<file path="config.mk">
export PLATFORM = sky130hd
export DESIGN_NAME = bus_master_flat
export DESIGN_NICKNAME = d
export VERILOG_FILES = /design/src/rtl/bus_master_if.sv /design/src/rtl/bus_master.sv /design/src/flat_wrapper.sv
export SDC_FILE = /design/constraint.sdc
export NUM_CORES = 1
export LEC_CHECK = 0
export BUFFER_PORTS_ARGS = -buffer_cell sky130_fd_sc_hd__buf_2
export CAP_MARGIN = 0
export CELL_PAD_IN_SITES_DETAIL_PLACEMENT = 1
export CELL_PAD_IN_SITES_GLOBAL_PLACEMENT = 1
export CORE_AREA = 2 2 121 123
export DETAILED_ROUTE_END_ITERATION = 6
export DIE_AREA = 0 0 123 125
export GPL_TIMING_DRIVEN = 0
export PLACE_DENSITY_LB_ADDON = 0.1
export SYNTH_ARGS = -nofsm -noshare
export SYNTH_HDL_FRONTEND = slang
export SYNTH_SLANG_ARGS = --single-unit
</file>
<file path="constraint.sdc">
create_clock -name clk -period 2.09 [get_ports clk]
set_input_delay 0.209 -clock clk [delete_from_list [all_inputs] [get_ports clk]]
set_output_delay 0.209 -clock clk [all_outputs]
set_load 0.01 [all_outputs]
</file>
<file path="src/rtl/bus_master_if.sv">
// Command, response and memory-bus signals of the single-outstanding req/ack initiator.
interface bus_master_if;
    logic        cmd_valid;
    logic        cmd_ready;
    logic        cmd_write;
    logic [31:0] cmd_addr;
    logic [31:0] cmd_wdata;
    logic        rsp_valid;
    logic        rsp_ready;
    logic [31:0] rsp_rdata;
    logic        rsp_error;
    logic        req;
    logic        cmd;
    logic [31:0] addr;
    logic [31:0] wdata;
    logic        ack;
    logic [31:0] rdata;

    modport master (
        input  cmd_valid, cmd_write, cmd_addr, cmd_wdata, rsp_ready, ack, rdata,
        output cmd_ready, rsp_valid, rsp_rdata, rsp_error, req, cmd, addr, wdata
    );

    modport slave (
        output cmd_valid, cmd_write, cmd_addr, cmd_wdata, rsp_ready, ack, rdata,
        input  cmd_ready, rsp_valid, rsp_rdata, rsp_error, req, cmd, addr, wdata
    );
endinterface

</file>
<file path="src/rtl/bus_master.sv">
// Single-outstanding req/ack bus initiator with timeout watchdog and
// completed-transaction counter. All outputs come straight from flops.
module bus_master #(
    parameter int TIMEOUT = 16,
    parameter int MIN_GAP = 1
) (
    input  logic          clk,
    input  logic          rst,
    bus_master_if.master  bus,
    output logic [15:0]   txn_count
);
    localparam logic [1:0] S_IDLE = 2'd0;
    localparam logic [1:0] S_REQ  = 2'd1;
    localparam logic [1:0] S_RESP = 2'd2;
    localparam logic [1:0] S_GAP  = 2'd3;

    localparam int TW = $clog2(TIMEOUT + 1);
    localparam int GW = $clog2(MIN_GAP + 1);
    localparam logic [TW-1:0] TMO_LAST = TW'(TIMEOUT - 1);

    logic [1:0]    state_q, state_d;
    logic          req_q, req_d;
    logic          cmd_q, cmd_d;
    logic [31:0]   addr_q, addr_d;
    logic [31:0]   wdata_q, wdata_d;
    logic          rsp_valid_q, rsp_valid_d;
    logic [31:0]   rsp_rdata_q, rsp_rdata_d;
    logic          rsp_error_q, rsp_error_d;
    logic [15:0]   txn_count_q, txn_count_d;
    logic [TW-1:0] tmo_q, tmo_d;
    // gap_q counts req-low cycles already elapsed since req dropped
    logic [GW-1:0] gap_q, gap_d;
    logic          gap_met;

    // Current cycle completes the minimum req-low interval.
    assign gap_met = (int'(gap_q) + 1) >= MIN_GAP;

    // Next-state and datapath updates for the transaction FSM
    always_comb begin
        state_d     = state_q;
        req_d       = req_q;
        cmd_d       = cmd_q;
        addr_d      = addr_q;
        wdata_d     = wdata_q;
        rsp_valid_d = rsp_valid_q;
        rsp_rdata_d = rsp_rdata_q;
        rsp_error_d = rsp_error_q;
        txn_count_d = txn_count_q;
        tmo_d       = tmo_q;
        gap_d       = gap_q;
        case (state_q)
            S_IDLE: begin
                if (bus.cmd_valid) begin
                    cmd_d   = bus.cmd_write;
                    addr_d  = bus.cmd_addr;
                    wdata_d = bus.cmd_wdata;
                    tmo_d   = '0;
                    req_d   = 1'b1;
                    state_d = S_REQ;
                end
            end
            S_REQ: begin
                if (int'(tmo_q) < TIMEOUT) tmo_d = tmo_q + 1'b1;
                // ack takes priority over a timeout in the same cycle
                if (bus.ack) begin
                    rsp_rdata_d = cmd_q ? 32'h0 : bus.rdata;
                    rsp_error_d = 1'b0;
                    txn_count_d = txn_count_q + 16'd1;
                    rsp_valid_d = 1'b1;
                    req_d       = 1'b0;
                    gap_d       = '0;
                    state_d     = S_RESP;
                end else if (tmo_q == TMO_LAST) begin
                    rsp_rdata_d = 32'h0;
                    rsp_error_d = 1'b1;
                    rsp_valid_d = 1'b1;
                    req_d       = 1'b0;
                    gap_d       = '0;
                    state_d     = S_RESP;
                end
            end
            S_RESP: begin
                if (int'(gap_q) < MIN_GAP) gap_d = gap_q + 1'b1;
                if (bus.rsp_ready) begin
                    rsp_valid_d = 1'b0;
                    state_d     = gap_met ? S_IDLE : S_GAP;
                end
            end
            default: begin
                if (int'(gap_q) < MIN_GAP) gap_d = gap_q + 1'b1;
                if (gap_met) state_d = S_IDLE;
            end
        endcase
    end

    // State and output registers with synchronous reset
    always_ff @(posedge clk) begin
        if (rst) begin
            state_q     <= S_IDLE;
            req_q       <= 1'b0;
            cmd_q       <= 1'b0;
            addr_q      <= 32'h0;
            wdata_q     <= 32'h0;
            rsp_valid_q <= 1'b0;
            rsp_rdata_q <= 32'h0;
            rsp_error_q <= 1'b0;
            txn_count_q <= 16'h0;
            tmo_q       <= '0;
            gap_q       <= '0;
        end else begin
            state_q     <= state_d;
            req_q       <= req_d;
            cmd_q       <= cmd_d;
            addr_q      <= addr_d;
            wdata_q     <= wdata_d;
            rsp_valid_q <= rsp_valid_d;
            rsp_rdata_q <= rsp_rdata_d;
            rsp_error_q <= rsp_error_d;
            txn_count_q <= txn_count_d;
            tmo_q       <= tmo_d;
            gap_q       <= gap_d;
        end
    end

    assign bus.cmd_ready = (state_q == S_IDLE);
    assign bus.req       = req_q;
    assign bus.cmd       = cmd_q;
    assign bus.addr      = addr_q;
    assign bus.wdata     = wdata_q;
    assign bus.rsp_valid = rsp_valid_q;
    assign bus.rsp_rdata = rsp_rdata_q;
    assign bus.rsp_error = rsp_error_q;
    assign txn_count     = txn_count_q;
endmodule

</file>
<file path="src/flat_wrapper.sv">
// flat-port wrapper written by rule: the top's interface ports become plain ports
module bus_master_flat 
#(
    parameter int TIMEOUT = 16,
    parameter int MIN_GAP = 1
)
  (clk, rst, txn_count, bus_cmd_valid, bus_cmd_write, bus_cmd_addr, bus_cmd_wdata, bus_rsp_ready, bus_ack, bus_rdata, bus_cmd_ready, bus_rsp_valid, bus_rsp_rdata, bus_rsp_error, bus_req, bus_cmd, bus_addr, bus_wdata);
  bus_master_if bus_i ();
  input  logic clk;
  input  logic rst;
  output logic [15:0] txn_count;
  input wire logic [$bits(bus_i.cmd_valid)-1:0] bus_cmd_valid;
  input wire logic [$bits(bus_i.cmd_write)-1:0] bus_cmd_write;
  input wire logic [$bits(bus_i.cmd_addr)-1:0] bus_cmd_addr;
  input wire logic [$bits(bus_i.cmd_wdata)-1:0] bus_cmd_wdata;
  input wire logic [$bits(bus_i.rsp_ready)-1:0] bus_rsp_ready;
  input wire logic [$bits(bus_i.ack)-1:0] bus_ack;
  input wire logic [$bits(bus_i.rdata)-1:0] bus_rdata;
  output wire logic [$bits(bus_i.cmd_ready)-1:0] bus_cmd_ready;
  output wire logic [$bits(bus_i.rsp_valid)-1:0] bus_rsp_valid;
  output wire logic [$bits(bus_i.rsp_rdata)-1:0] bus_rsp_rdata;
  output wire logic [$bits(bus_i.rsp_error)-1:0] bus_rsp_error;
  output wire logic [$bits(bus_i.req)-1:0] bus_req;
  output wire logic [$bits(bus_i.cmd)-1:0] bus_cmd;
  output wire logic [$bits(bus_i.addr)-1:0] bus_addr;
  output wire logic [$bits(bus_i.wdata)-1:0] bus_wdata;
  assign bus_i.cmd_valid = bus_cmd_valid;
  assign bus_i.cmd_write = bus_cmd_write;
  assign bus_i.cmd_addr = bus_cmd_addr;
  assign bus_i.cmd_wdata = bus_cmd_wdata;
  assign bus_i.rsp_ready = bus_rsp_ready;
  assign bus_i.ack = bus_ack;
  assign bus_i.rdata = bus_rdata;
  assign bus_cmd_ready = bus_i.cmd_ready;
  assign bus_rsp_valid = bus_i.rsp_valid;
  assign bus_rsp_rdata = bus_i.rsp_rdata;
  assign bus_rsp_error = bus_i.rsp_error;
  assign bus_req = bus_i.req;
  assign bus_cmd = bus_i.cmd;
  assign bus_addr = bus_i.addr;
  assign bus_wdata = bus_i.wdata;
  bus_master #(.TIMEOUT(TIMEOUT), .MIN_GAP(MIN_GAP)) u_core (.clk(clk), .rst(rst), .bus(bus_i), .txn_count(txn_count));
endmodule
</file>
==> out/qor.log <==
qor: outcome.outcome complete, no violations
qor: drt.finalWirelength 14800 um
qor: critical_path.worstPathArrival 2.19 ns
qor: clocking.cts.clk_slew.worst_paths 0.05 ns
qor: timing.drv_slew 0
qor: drt.via_per_inst 4.77
qor: layout.drive_gt1_share 34.2%
qor: clocking.insertion_delay 0.42 ns
qor: clocking.clk_path_buf_depth 2
qor: drt.wl_met2 7130 um
qor: clocking.tritoncts built
qor: grt.grt_util_all_layers 19.7%
qor: power.power.clock.fraction 49.4%
qor: synthesis.synthDominantCellAreaShare 55.3%
qor: drt.drt_first_iter_violations 160
qor: power.pwr-share-comb 9.9%
qor: timing.final_total_negative_setup_slack 0 ns
qor: place.place.port_buffers 217
qor: flow_run.max-cap-violations 0
qor: timing.fin_crit 1.84 ns
qor: synthesis.mappedNetlistArea 4450 um^2
qor: synthesis.synth.lib_cells_used.distinct 37
qor: grt.first_global_vias 4759
qor: place.gp_congestion 0.735
qor: clocking.cts_hold_buf 0
qor: critical_path.timing_worst_setup_path_type flip-flop to flip-flop
qor: clocking.cts-root-buf sky130_fd_sc_hd__clkbuf_16
qor: timing.maxClockFrequency 542 MHz
qor: synthesis.yosys_warnings 0
qor: power.netSwitchingFraction 23.4%
qor: grt.grt_pass1_wl 23600 um
qor: timing.finalClockSkew 0.00799 ns
qor: synthesis.ys_top_cells_by_area sky130_fd_sc_hd__dfxtp_1 55%, sky130_fd_sc_hd__nand2_1 12%, sky130_fd_sc_hd__a21oi_1 8.4%, sky130_fd_sc_hd__a22oi_1 5.6%, sky130_fd_sc_hd__nor2_1 4.5%
qor: synthesis.portion_of_the_post_synthesis_area_used_by_sequential_elements 55.3%
qor: layout.syn_to_final_growth 43.7%
qor: synthesis.most_frequently_used_cell_type_in_the_post_synthesis_netlist sky130_fd_sc_hd__nand2_1
qor: synthesis.postSynth.asyncResetShare 0%
qor: synthesis.number_of_flops_mapped_to_enable_cells_by_yosys 0
qor: critical_path.critical_path_peak_fanout 10
qor: grt.grt_max_degree 17
qor: power.irDropWorstVdd 0.538 mV
qor: critical_path.setup.worst_path.end_class flip-flop
qor: synthesis.synth-seq-cells 123
qor: floorplanning.top_level_ports 219
qor: drt.drt_drc_violations_left 0
qor: power.intPower 4.73 mW
qor: synthesis.syn_nets 629
qor: timing.final_min_period_over_clock_period 88.2%
qor: floorplanning.die_height 125 um
qor: drt.drt_first_pass_iters 4
qor: layout.final_net_count 864
qor: clocking.cts-htree-levels 4
qor: synthesis.yosys-top-cells-count 138 x sky130_fd_sc_hd__nand2_1, 123 x sky130_fd_sc_hd__dfxtp_1, 75 x sky130_fd_sc_hd__a21oi_1
qor: place.final_hpwl_dp 10900 um
qor: synthesis.synth_top_cell_by_area sky130_fd_sc_hd__dfxtp_1
qor: power.leakage 2.96 nW
qor: timing.worst_hold_slack 0.0273 ns
qor: drt.vias 4559
qor: floorplanning.fp-row-count 44
qor: timing.max_slew_margin 59.3%
qor: layout.antennaDiodeCount 0
qor: min_path.holdCritPathClass input port to flip-flop
qor: power.share_seq_of_total_power 40.7%
qor: timing.setup_viol 0
qor: critical_path.crit_path_start_kind flip-flop
qor: drt.met3_wirelength 1210 um
qor: timing.tightestPinTransition 0.610 ns
qor: floorplanning.dieWidth 123 um
qor: synthesis.post_synth_inst_count 524
qor: grt.antenna_found_initial 0
qor: power.cellPowerDensity 967 nW/um^2
qor: drt.post_drt_wl_per_cell 15.5 um
qor: floorplanning.core 14200 um^2
qor: drt.antenna_violating_nets_post_route 0
qor: critical_path.cp.required 2.43 ns
qor: synthesis.synth.avg_cell_area 8.49 um^2
qor: synthesis.ys.flop_type sky130_fd_sc_hd__dfxtp_1
qor: drt.routed.top_layer met4
qor: timing.hold_viol 0
qor: floorplanning.start_util 31.3%
qor: grt.grt_remaining_overflow 0
qor: power.switching_power 1.45 mW
qor: timing.rsz0062_at_grt no
qor: floorplanning.die-area 15400 um^2
qor: drt.route.layer.met1.wl 6140 um
qor: clocking.cts.sink_count 123
qor: clocking.cts_inserted_buffers 17
==> timing repair <==
action                                  CTS  global route
endpoints found under the setup margin   30            53
buffers inserted                          0             0
resized for setup                         3             5
==> cell type report <==
type	instances	area (um^2)
fillers	1784	7810
flip-flops and latches	123	2460
multi-input cells	361	1820
repair buffers	217	1090
clock buffers	25	505
well taps	184	230
plain buffers	38	174
clock inverters	7	110
inverters	1	3.75
==> sequential cells by signal, indices dropped and copies added (netlist names) <==
| name | flops |
|---|---|
| u_core.tmo_q | 5 |
| u_core.state_q | 2 |
| u_core.bus.rsp_valid | 1 |
| u_core.bus.rsp_error | 1 |
| u_core.bus.wdata | 32 |
| u_core.bus.addr | 32 |
| u_core.bus.cmd | 1 |
| u_core.bus.rsp_rdata | 32 |
| u_core.bus.req | 1 |
| u_core.txn_count | 16 |
==> worst max-delay path, cell delays in order, from the launching register on <==
cell and delay, ns:
sky130_fd_sc_hd__dfxtp_1 0.30, sky130_fd_sc_hd__buf_4 0.17, sky130_fd_sc_hd__nor3b_2 0.40, sky130_fd_sc_hd__clkbuf_2 0.33, sky130_fd_sc_hd__buf_2 0.27, sky130_fd_sc_hd__nand2_1 0.16, sky130_fd_sc_hd__a21oi_1 0.14
==> metal layers <==
metal	vias up	track usage, %
met4	0	7.55
li1	2229	-
met3	25	8.26
met1	2168	22.6
met2	137	32.2
met5	-	0
==> placed cells by master, fill, tap and decap left out, drive strengths merged <==
master    n
ha        3
nand3     5
nand4b    1
bufinv    3
nor4      2
nand3b    2
and3b     1
nor2b     1
and4      1
xnor2     5
nor3      5
clkinv    4
nand2   138
a21oi    75
a22oi    33
mux2i     3
and4b     1
and2b     1
or4       1
or3b      1
inv       1
nand2b    1
and2      1
buf     226
nor2     53
o21ai     5
and3      3
nand4     6
clkbuf   54
xor2      7
dfxtp   123
o31ai     1
nor3b     2
or3       3
==> cell families (layout without fill, tap and decap cells) <==
| kind of cell | Yosys count | count (layout) | synth area share (%) |
|---|---|---|---|
| and+or+nand+nor | 229 | 229 | 22.1 |
| DFF | 123 | 123 | 55.3 |
| AOI/OAI and AO/OA | 114 | 114 | 14.7 |
| buffers and inverters | 40 | 288 | 3.97 |
| xor gates and xnor gates | 12 | 12 | 2.36 |
| adders and majority gates | 3 | 3 | 0.844 |
| muxes | 3 | 3 | 0.675 |
==> path summary, 6_finish.rpt <==
| path | endpoint | slack [ns] | cells past startpoint | from |
|---|---|---|---|---|
| max | u_core.bus.wdata[12] | 0.25 | 6 | u_core.state_q[0] |
| min | u_core.bus.wdata[0] | 0.03 | 3 | bus_cmd_wdata[0] |
| max reg2reg | u_core.bus.wdata[12] | 0.25 | 6 | u_core.state_q[0] |
| min reg2reg | u_core.bus.rsp_valid | 0.45 | 2 | u_core.bus.rsp_valid |
==> through the flow <==
step	instances	util (%)	instance area, um^2	power (mW)	setup slack [ns]
after floorplan	524	-	4450	2.88	0.319
after global placement	925	40.6	5770	3.16	-0.0921
after detailed placement	925	40.6	5770	3.19	-0.195
after CTS	957	45.0	6390	6.26	0.0179
after global routing	956	45.0	6390	6.43	0.0446
final	956	45.0	6390	6.18	0.246
==> power groups by stage <==
stage | Combinational, mW | Clock [mW] | Sequential, mW
2_1_floorplan | 0.263 | 0 | 2.61
3_3_place_gp | 0.602 | 0 | 2.56
3_5_place_dp | 0.621 | 0 | 2.57
4_1_cts | 0.626 | 3.12 | 2.52
5_1_grt | 0.695 | 3.21 | 2.53
6_report | 0.613 | 3.05 | 2.52
No activity file was read; power rests on OpenSTA's default activity.
